File: src/rtl/shift_seq_ctrl.sv
// shift_seq_ctrl: multi-cycle 16-bit shifter/rotator with a single shared shift stage.
// The shift amount is applied one power-of-two stage per clock (8, 4, 2, 1), from the
// highest stage down. Request and result each use a valid/ready handshake.
// Optional build macro SHIFT_SEQ_SKIP_EN: RUN visits only the stages whose amount bit is
// set, so latency becomes max(popcount(amt), 1). Results are the same in both builds.
module shift_seq_ctrl #(
  parameter int unsigned DATA_W = 16,
  parameter int unsigned AMT_W  = 4
) (
  input  logic              clk,
  input  logic              rst_n,
  input  logic              in_valid,
  output logic              in_ready,
  input  logic [DATA_W-1:0] in_data,
  input  logic [1:0]        in_op,
  input  logic [AMT_W-1:0]  in_amt,
  output logic              out_valid,
  input  logic              out_ready,
  output logic [DATA_W-1:0] out_data,
  output logic              busy
);

  localparam int unsigned STG_W = (AMT_W > 1) ? $clog2(AMT_W) : 1;

  localparam logic [1:0] IDLE = 2'd0;
  localparam logic [1:0] RUN  = 2'd1;
  localparam logic [1:0] DONE = 2'd2;

  localparam logic [1:0] OP_ROL = 2'b00;
  localparam logic [1:0] OP_SLL = 2'b01;
  localparam logic [1:0] OP_SRA = 2'b10;
  localparam logic [1:0] OP_SRL = 2'b11;

  logic [1:0]        state_q, state_d;
  logic [DATA_W-1:0] data_q, data_d;
  logic [1:0]        op_q, op_d;
  logic [AMT_W-1:0]  amt_q, amt_d;
  logic [STG_W-1:0]  stage_q, stage_d;

  logic              accept;
  logic [DATA_W-1:0] stage_res;
  logic [STG_W-1:0]  start_stage;
  logic [STG_W-1:0]  next_stage;
  logic              next_found;

  assign out_valid = (state_q == DONE);
  assign busy      = (state_q == RUN) || (state_q == DONE);
  assign out_data  = data_q;
  // A finished result retiring this cycle frees the block for a new request.
  assign in_ready  = (state_q == IDLE) || ((state_q == DONE) && out_ready);
  assign accept    = in_valid && in_ready;

  // Shared shift stage: shifts the held data by 2**stage according to the held op.
  always_comb begin
    int unsigned sh;
    sh        = 32'd1 << stage_q;
    stage_res = data_q;
    case (op_q)
      OP_ROL: stage_res = (data_q << sh) | (data_q >> (DATA_W - sh));
      OP_SLL: stage_res = data_q << sh;
      OP_SRA: stage_res = $signed(data_q) >>> sh;
      OP_SRL: stage_res = data_q >> sh;
      default: stage_res = data_q;
    endcase
  end

  // Stage scheduling: where RUN starts and which stage follows the current one.
  always_comb begin
    next_found = 1'b0;
    next_stage = '0;
`ifdef SHIFT_SEQ_SKIP_EN
    // Highest set amount bit; zero amount still takes one (no-op) pass through RUN.
    start_stage = '0;
    for (int k = 0; k < int'(AMT_W); k++) begin
      if (in_amt[k]) start_stage = STG_W'(k);
    end
    // Highest set bit strictly below the current stage.
    for (int k = 0; k < int'(AMT_W); k++) begin
      if ((k < int'(stage_q)) && amt_q[k]) begin
        next_stage = STG_W'(k);
        next_found = 1'b1;
      end
    end
`else
    start_stage = STG_W'(AMT_W - 1);
    if (stage_q != '0) begin
      next_stage = stage_q - 1'b1;
      next_found = 1'b1;
    end
`endif
  end

  // Next-state logic for the sequencer and its datapath registers.
  always_comb begin
    state_d = state_q;
    data_d  = data_q;
    op_d    = op_q;
    amt_d   = amt_q;
    stage_d = stage_q;
    case (state_q)
      IDLE, DONE: begin
        if (accept) begin
          data_d  = in_data;
          op_d    = in_op;
          amt_d   = in_amt;
          stage_d = start_stage;
          state_d = RUN;
        end else if ((state_q == DONE) && out_ready) begin
          state_d = IDLE;
        end
      end
      RUN: begin
        if (amt_q[stage_q]) data_d = stage_res;
        if (next_found) stage_d = next_stage;
        else            state_d = DONE;
      end
      default: state_d = IDLE;
    endcase
  end

  // State registers; reset aborts any operation in flight.
  always_ff @(posedge clk or negedge rst_n) begin
    if (!rst_n) begin
      state_q <= IDLE;
      data_q  <= '0;
      op_q    <= '0;
      amt_q   <= '0;
      stage_q <= '0;
    end else begin
      state_q <= state_d;
      data_q  <= data_d;
      op_q    <= op_d;
      amt_q   <= amt_d;
      stage_q <= stage_d;
    end
  end

endmodule
File: config.mk
export PLATFORM = sky130hd
export DESIGN_NAME = shift_seq_ctrl
export DESIGN_NICKNAME = d
export VERILOG_FILES = /design/src/rtl/shift_seq_ctrl.sv
export SDC_FILE = /design/constraint.sdc
export NUM_CORES = 1
export LEC_CHECK = 0
export CORE_MARGIN = 3
export CORE_UTILIZATION = 52
export CTS_CLUSTER_DIAMETER = 80
export DETAILED_ROUTE_END_ITERATION = 6
export PLACE_DENSITY_LB_ADDON = 0.3
export SYNTH_ARGS = -nofsm -noshare
export SYNTH_HDL_FRONTEND = slang
export SYNTH_SLANG_ARGS = --single-unit
File: constraint.sdc
create_clock -name clk -period 2.7 [get_ports clk]
set_clock_uncertainty 0.15 [all_clocks]
set_input_delay 0.27 -clock clk [delete_from_list [all_inputs] [get_ports clk]]
set_output_delay 0.27 -clock clk [all_outputs]
set_load 0.02 [all_outputs]
; Word-level counts from Yosys, hierarchy flattened
; Cells that the tools add are included.
[totals]
input_bits = 26
reg_bits = 26
elab_cells = 52
[op_classes]
n_eq_ne = 10
addsub = 2
muxes = 15
bitwise = 1
shifts = 5
order_cmp = 1
reduce_logical = 13
[ops]
columns = operator, count
row1 = $pmux W16 S4, 1
row2 = $shr A16 B32 Y16, 2
row3 = $mux W16, 2
row4 = $pmux W16 S2, 1
row5 = $shl A1 B2 Y32 const A, 1
row6 = $shl A16 B32 Y16, 1
row7 = $sshr A16 B32 Y16, 1
row8 = $sub A5 B32 Y32 const A, 1
row9 = $or A16 B16 Y16, 1
row10 = $mux W2, 6
row11 = $pmux W2 S2, 2
row12 = $eq A2 B2 Y1 const B, 3
row13 = $ne A2 B2 Y1 const B, 3
row14 = $reduce_and A3 Y1, 2
row15 = $eq A2 B1 Y1 const B, 2
row16 = $logic_not A2 Y1, 2
row17 = $reduce_and A2 Y1, 2
row18 = $reduce_bool A2 Y1, 2
row19 = $lt A2 B3 Y1 const B, 1
row20 = $ne A3 B3 Y1 const B, 1
row21 = $bmux W1 S2, 1
row22 = $logic_and A1 B1 Y1, 2
row23 = $logic_or A1 B1 Y1, 2
row24 = $mux W1, 2
row25 = 3 further kinds, 3

; Longest topological paths before layout
[logic_depth]
depth_word = 7
mapped_depth = 11
depth_no_buf = 8

; Worst setup path before layout
; OpenSTA, ideal clock, no wires.
[synth_timing]
path_type = reg-to-reg
from = reg stage_q[0]
to = reg data_q[7] (netlist: out_data[7])
path_buffers = 4
path_stages_with_launch = 11
setup_ns = 0.076
setup_slack_ns = 0.428
period_less_slack_ns = 2.272
arrival_time_ns = 2.045
path_cell_list = dfrtp_1 buf_6 buf_6 buf_6 buf_4 nand2_1 ha_1 o311a_1 o311ai_1 o21ai_0 o21ai_1
[synth_between]
elab_chain_len = 7
word_cells_on_any_way = 14
[synth_lines]
columns = item, line
row1 = from (decl), 38  ; logic [STG_W-1:0] stage_q, stage_d;
row2 = from (signal assigned), 134  ; stage_q <= stage_d;
row3 = $shl A1 B2 Y32, 56  ; sh = 32'd1 << stage_q;
row4 = $sub A5 B32 Y32, 59  ; OP_ROL: stage_res = (data_q << sh) | (data_q >> (DATA_W - sh));
row5 = $shr A16 B32 Y16, 59
row6 = $or A16 B16 Y16, 59
row7 = $pmux W16 S4, 58  ; case (op_q)
row8 = $mux W16, 113  ; if (amt_q[stage_q]) data_d = stage_res;
row9 = $pmux W16 S2, 100  ; case (state_q)
row10 = to (signal assigned), 131  ; data_q <= data_d;
row11 = to (decl), 35  ; logic [DATA_W-1:0] data_q, data_d;
; Several ways; a longest one is shown, not always the timed one. The select of a mux whose other input is x is not followed.
; A chain may end at the register's enable or synchronous reset.

; Worst setup path after layout
[layout_timing]
from = reg state_q[0]
to = out in_ready
[layout_between]
elab_chain_len = 3
word_cells_on_any_way = 4
[layout_lines]
columns = item, line
row1 = from (decl), 34  ; logic [1:0] state_q, state_d;
row2 = from (signal assigned), 130  ; state_q <= state_d;
row3 = $eq A2 B2 Y1, 50  ; assign in_ready = (state_q == IDLE) || ((state_q == DONE) && out_ready);
row4 = $logic_and A1 B1 Y1, 50
row5 = $logic_or A1 B1 Y1 *, 50
row6 = to (decl), 13  ; output logic in_ready,
; Mark *: on every way between the ends. The rest lies on a longest branch, timed or not.

==> flow_summary.toml <==
[clock_network]
postCtsSetupBuffers = 0
cts.path.max_buffers = 2
tritoncts = "built"
h-tree-depth = 1
numCtsBuffers = 3
worstSkewPairLatency_ps = 280
clkSlewWorstSetupHoldPaths_ps = 100
hold_buffers = 0
cts.repair.resized = 0
cts_root_buf = "clkbuf_8"
clock_sinks = 26

[logic_synthesis]
synth-seq-cells = 26
synth_fp_nets = 291
ys_types = 47
async_reset_ff_frac = 1.000
synthFlopType = "dfrtp_1"
ys_seq_area_frac = 0.2828
syn_avg_cell_area_sq_um = 8.850
synth_area_sq_um = 2301
synth_cells = 260
ys.warnings.count = 0
synth-edff-count = 0

[timing]
fmax_ghz = 0.4512
slew_headroom = 0.6458
tightest_slew_ps = 517.9
min_period_ps = 2216
finalSetupViolations = 0
report.final.hold_viol_count = 0
fin_crit_sh = 0.8208
rsz0062_at_grt = "false"
fin_setup_tns_ps = 0
drv_slew = 0

[critical_path]
path_cells = "inv_1, ha_1, a21o_1, clkdlybuf4s50_1"
critPathArrivalTime_ps = 1800
startpoint_type = "register"
cp_max_fo = 4
worstPathRequired_ps = 2280
cp_slowest_stage_delay_ps = 610
end_kind = "primary output"
path_class = "register to primary output"
critPathSlowestCell = "clkdlybuf4s50_1"

[cells_and_area]
n_fill_cell = 357
diodes = 0
layout-drive-gt1-share = 0.09622
final_nets = 323
fin_cells = 341
area_delta_synth_final_pct = 20.94

[die]
boundaryPins = 45
rows = 23
start_util = 0.5553
die-area_sq_um = 5259
coreArea_sq_um = 4144
die_h_microns = 72.52
fp.dieW_microns = 72.52

[global_route]
antenna_found_initial = 0
grt.overflow.total = 0
grt_pass1_wl_microns = 10490
grt_pass1_vias = 2089
grt_usage = 0.2550
grt_max_degree = 50

[run_status]
outcome = "complete, no violations"

[detailed_routing]
first_pass_iters = 5
drtIter0Drc = 355
routedWlPerCell_microns = 18.88
routed_wl_microns = 6439
drc_errors = 0
route.antenna.remaining_nets = 0
vias_per_cell = 6.616
route.vias.total = 2256

[run]
max-cap-violations = 0

[pwr]
powerDensity_nw_per_um2 = 1377
peakVddDrop_uv = 712.0
p_leak_nw = 1.149

[place]
dp.cells = 337
place_congestion = 0.9366
portBuffers = 44
dp_hpwl_microns = 4477

[min_path]
hold_path_class = "input pin to asynchronous set/reset pin"
-- sequential cells by signal, summed over array words and instances (netlist names) --
name,flops
amt_q,4
stage_q,2
out_data,16
state_q,2
op_q,2
-- synthesized netlist by cell type (all sizes together), types with 7 or more instances --
| master | number | area share |
|---|---|---|
| a21oi | 18 | 0.039 |
| nand2b | 7 | 0.019 |
| a211oi | 9 | 0.029 |
| nor2 | 15 | 0.024 |
| inv | 9 | 0.015 |
| mux4 | 14 | 0.14 |
| buf | 16 | 0.054 |
| mux2i | 7 | 0.030 |
| nand2 | 40 | 0.065 |
| clkbuf | 7 | 0.011 |
| nor2b | 9 | 0.024 |
| o21ai | 29 | 0.066 |
| dfrtp | 26 | 0.28 |
-- where the power goes --
group	internal [mW]	switching [mW]
combinational	1.19	1.32
clock	0.199	0.141
sequential	0.581	0.403
-- area by class of cell --
cell class,instances,area [sq um],share of cell area
timing repair buffer,50,498.0,0.1790
clock inverter,1,30.03,0.01079
multi-input combinational,202,1465,0.5265
sequential,26,651.9,0.2343
clock buffer,3,41.29,0.01484
tap,50,62.56,0.02248
inverter,9,33.78,0.01214
-- kinds of logic (layout without fill, tap and decap cells) --
logic type,Yosys count,after routing,synth area share
adders and majority gates,5,5,0.02719
buffers and inverters,32,63,0.08048
muxes,24,24,0.1871
and+or+nand+nor,81,81,0.1610
DFF,26,26,0.2828
AOI/OAI and AO/OA,92,92,0.2616
-- worst max-delay path: cells and delay by family (launching register included) --
family,cells,cell delay (ps)
compound gates,1,180
fa+ha+maj,1,210
buf+inv,2,700
flops,1,420
-- final timing paths --
| path | startpoint | slack [ps] | end | cells after the start |
|---|---|---|---|---|
| max | state_q[0]$_DFFE_PN0P_ | 480 | in_ready | 4 |
| min | rst_n | 190 | out_data[10]$_DFFE_PN0P_ | 2 |
| max reg2reg | stage_q[0]$_DFFE_PN0P_ | 490 | out_data[7]$_DFFE_PN0P_ | 6 |
| min reg2reg | amt_q[2]$_DFFE_PN0P_ | 330 | amt_q[2]$_DFFE_PN0P_ | 2 |
| max in group asynchronous | rst_n | 1920 | stage_q[0]$_DFFE_PN0P_ | 2 |
| min in group clk | amt_q[2]$_DFFE_PN0P_ | 330 | amt_q[2]$_DFFE_PN0P_ | 2 |
-- per-layer routing --
metal  track usage  share of wire  vias to the layer above
li1              -              -                     1038
met1        0.3674           0.43                     1056
met2        0.3868           0.47                      146
met3       0.04709          0.086                       16
met4       0.08607          0.022                        0
met5             0              0                        -
-- cells in the final DEF, fill, tap and decap left out, types with 7 or more instances in the layout --
| master | synthesis | routed |
|---|---|---|
| a211oi_1 | 9 | 9 |
| nand2b_1 | 7 | 7 |
| a21oi_1 | 18 | 18 |
| nand2_1 | 40 | 40 |
| dfrtp_1 | 26 | 25 |
| clkdlybuf4s50_1 | 0 | 44 |
| o21ai_0 | 23 | 23 |
| inv_1 | 9 | 9 |
| mux2i_1 | 7 | 7 |
| nor2_1 | 15 | 15 |
| nor2b_1 | 9 | 9 |
| mux4_2 | 11 | 11 |
-- per-stage QoR --
| stage | hold WS (ps) | utilization | instance area (sq um) | setup slack, ps | power, mW |
|---|---|---|---|---|---|
| global route | 226.8 | 0.6715 | 2783 | 308.0 | 4.089 |
| detailed placement | 311.9 | 0.6543 | 2711 | 528.3 | 3.441 |
| CTS | 209.8 | 0.6715 | 2783 | 475.2 | 3.796 |
| floorplan | -175.6 | - | 2301 | 428.2 | 2.689 |
| global placement | 312.6 | 0.6543 | 2711 | 555.0 | 3.424 |
| finish | 193.5 | 0.6715 | 2783 | 483.9 | 3.831 |
Power figures use the tool's default switching activity.
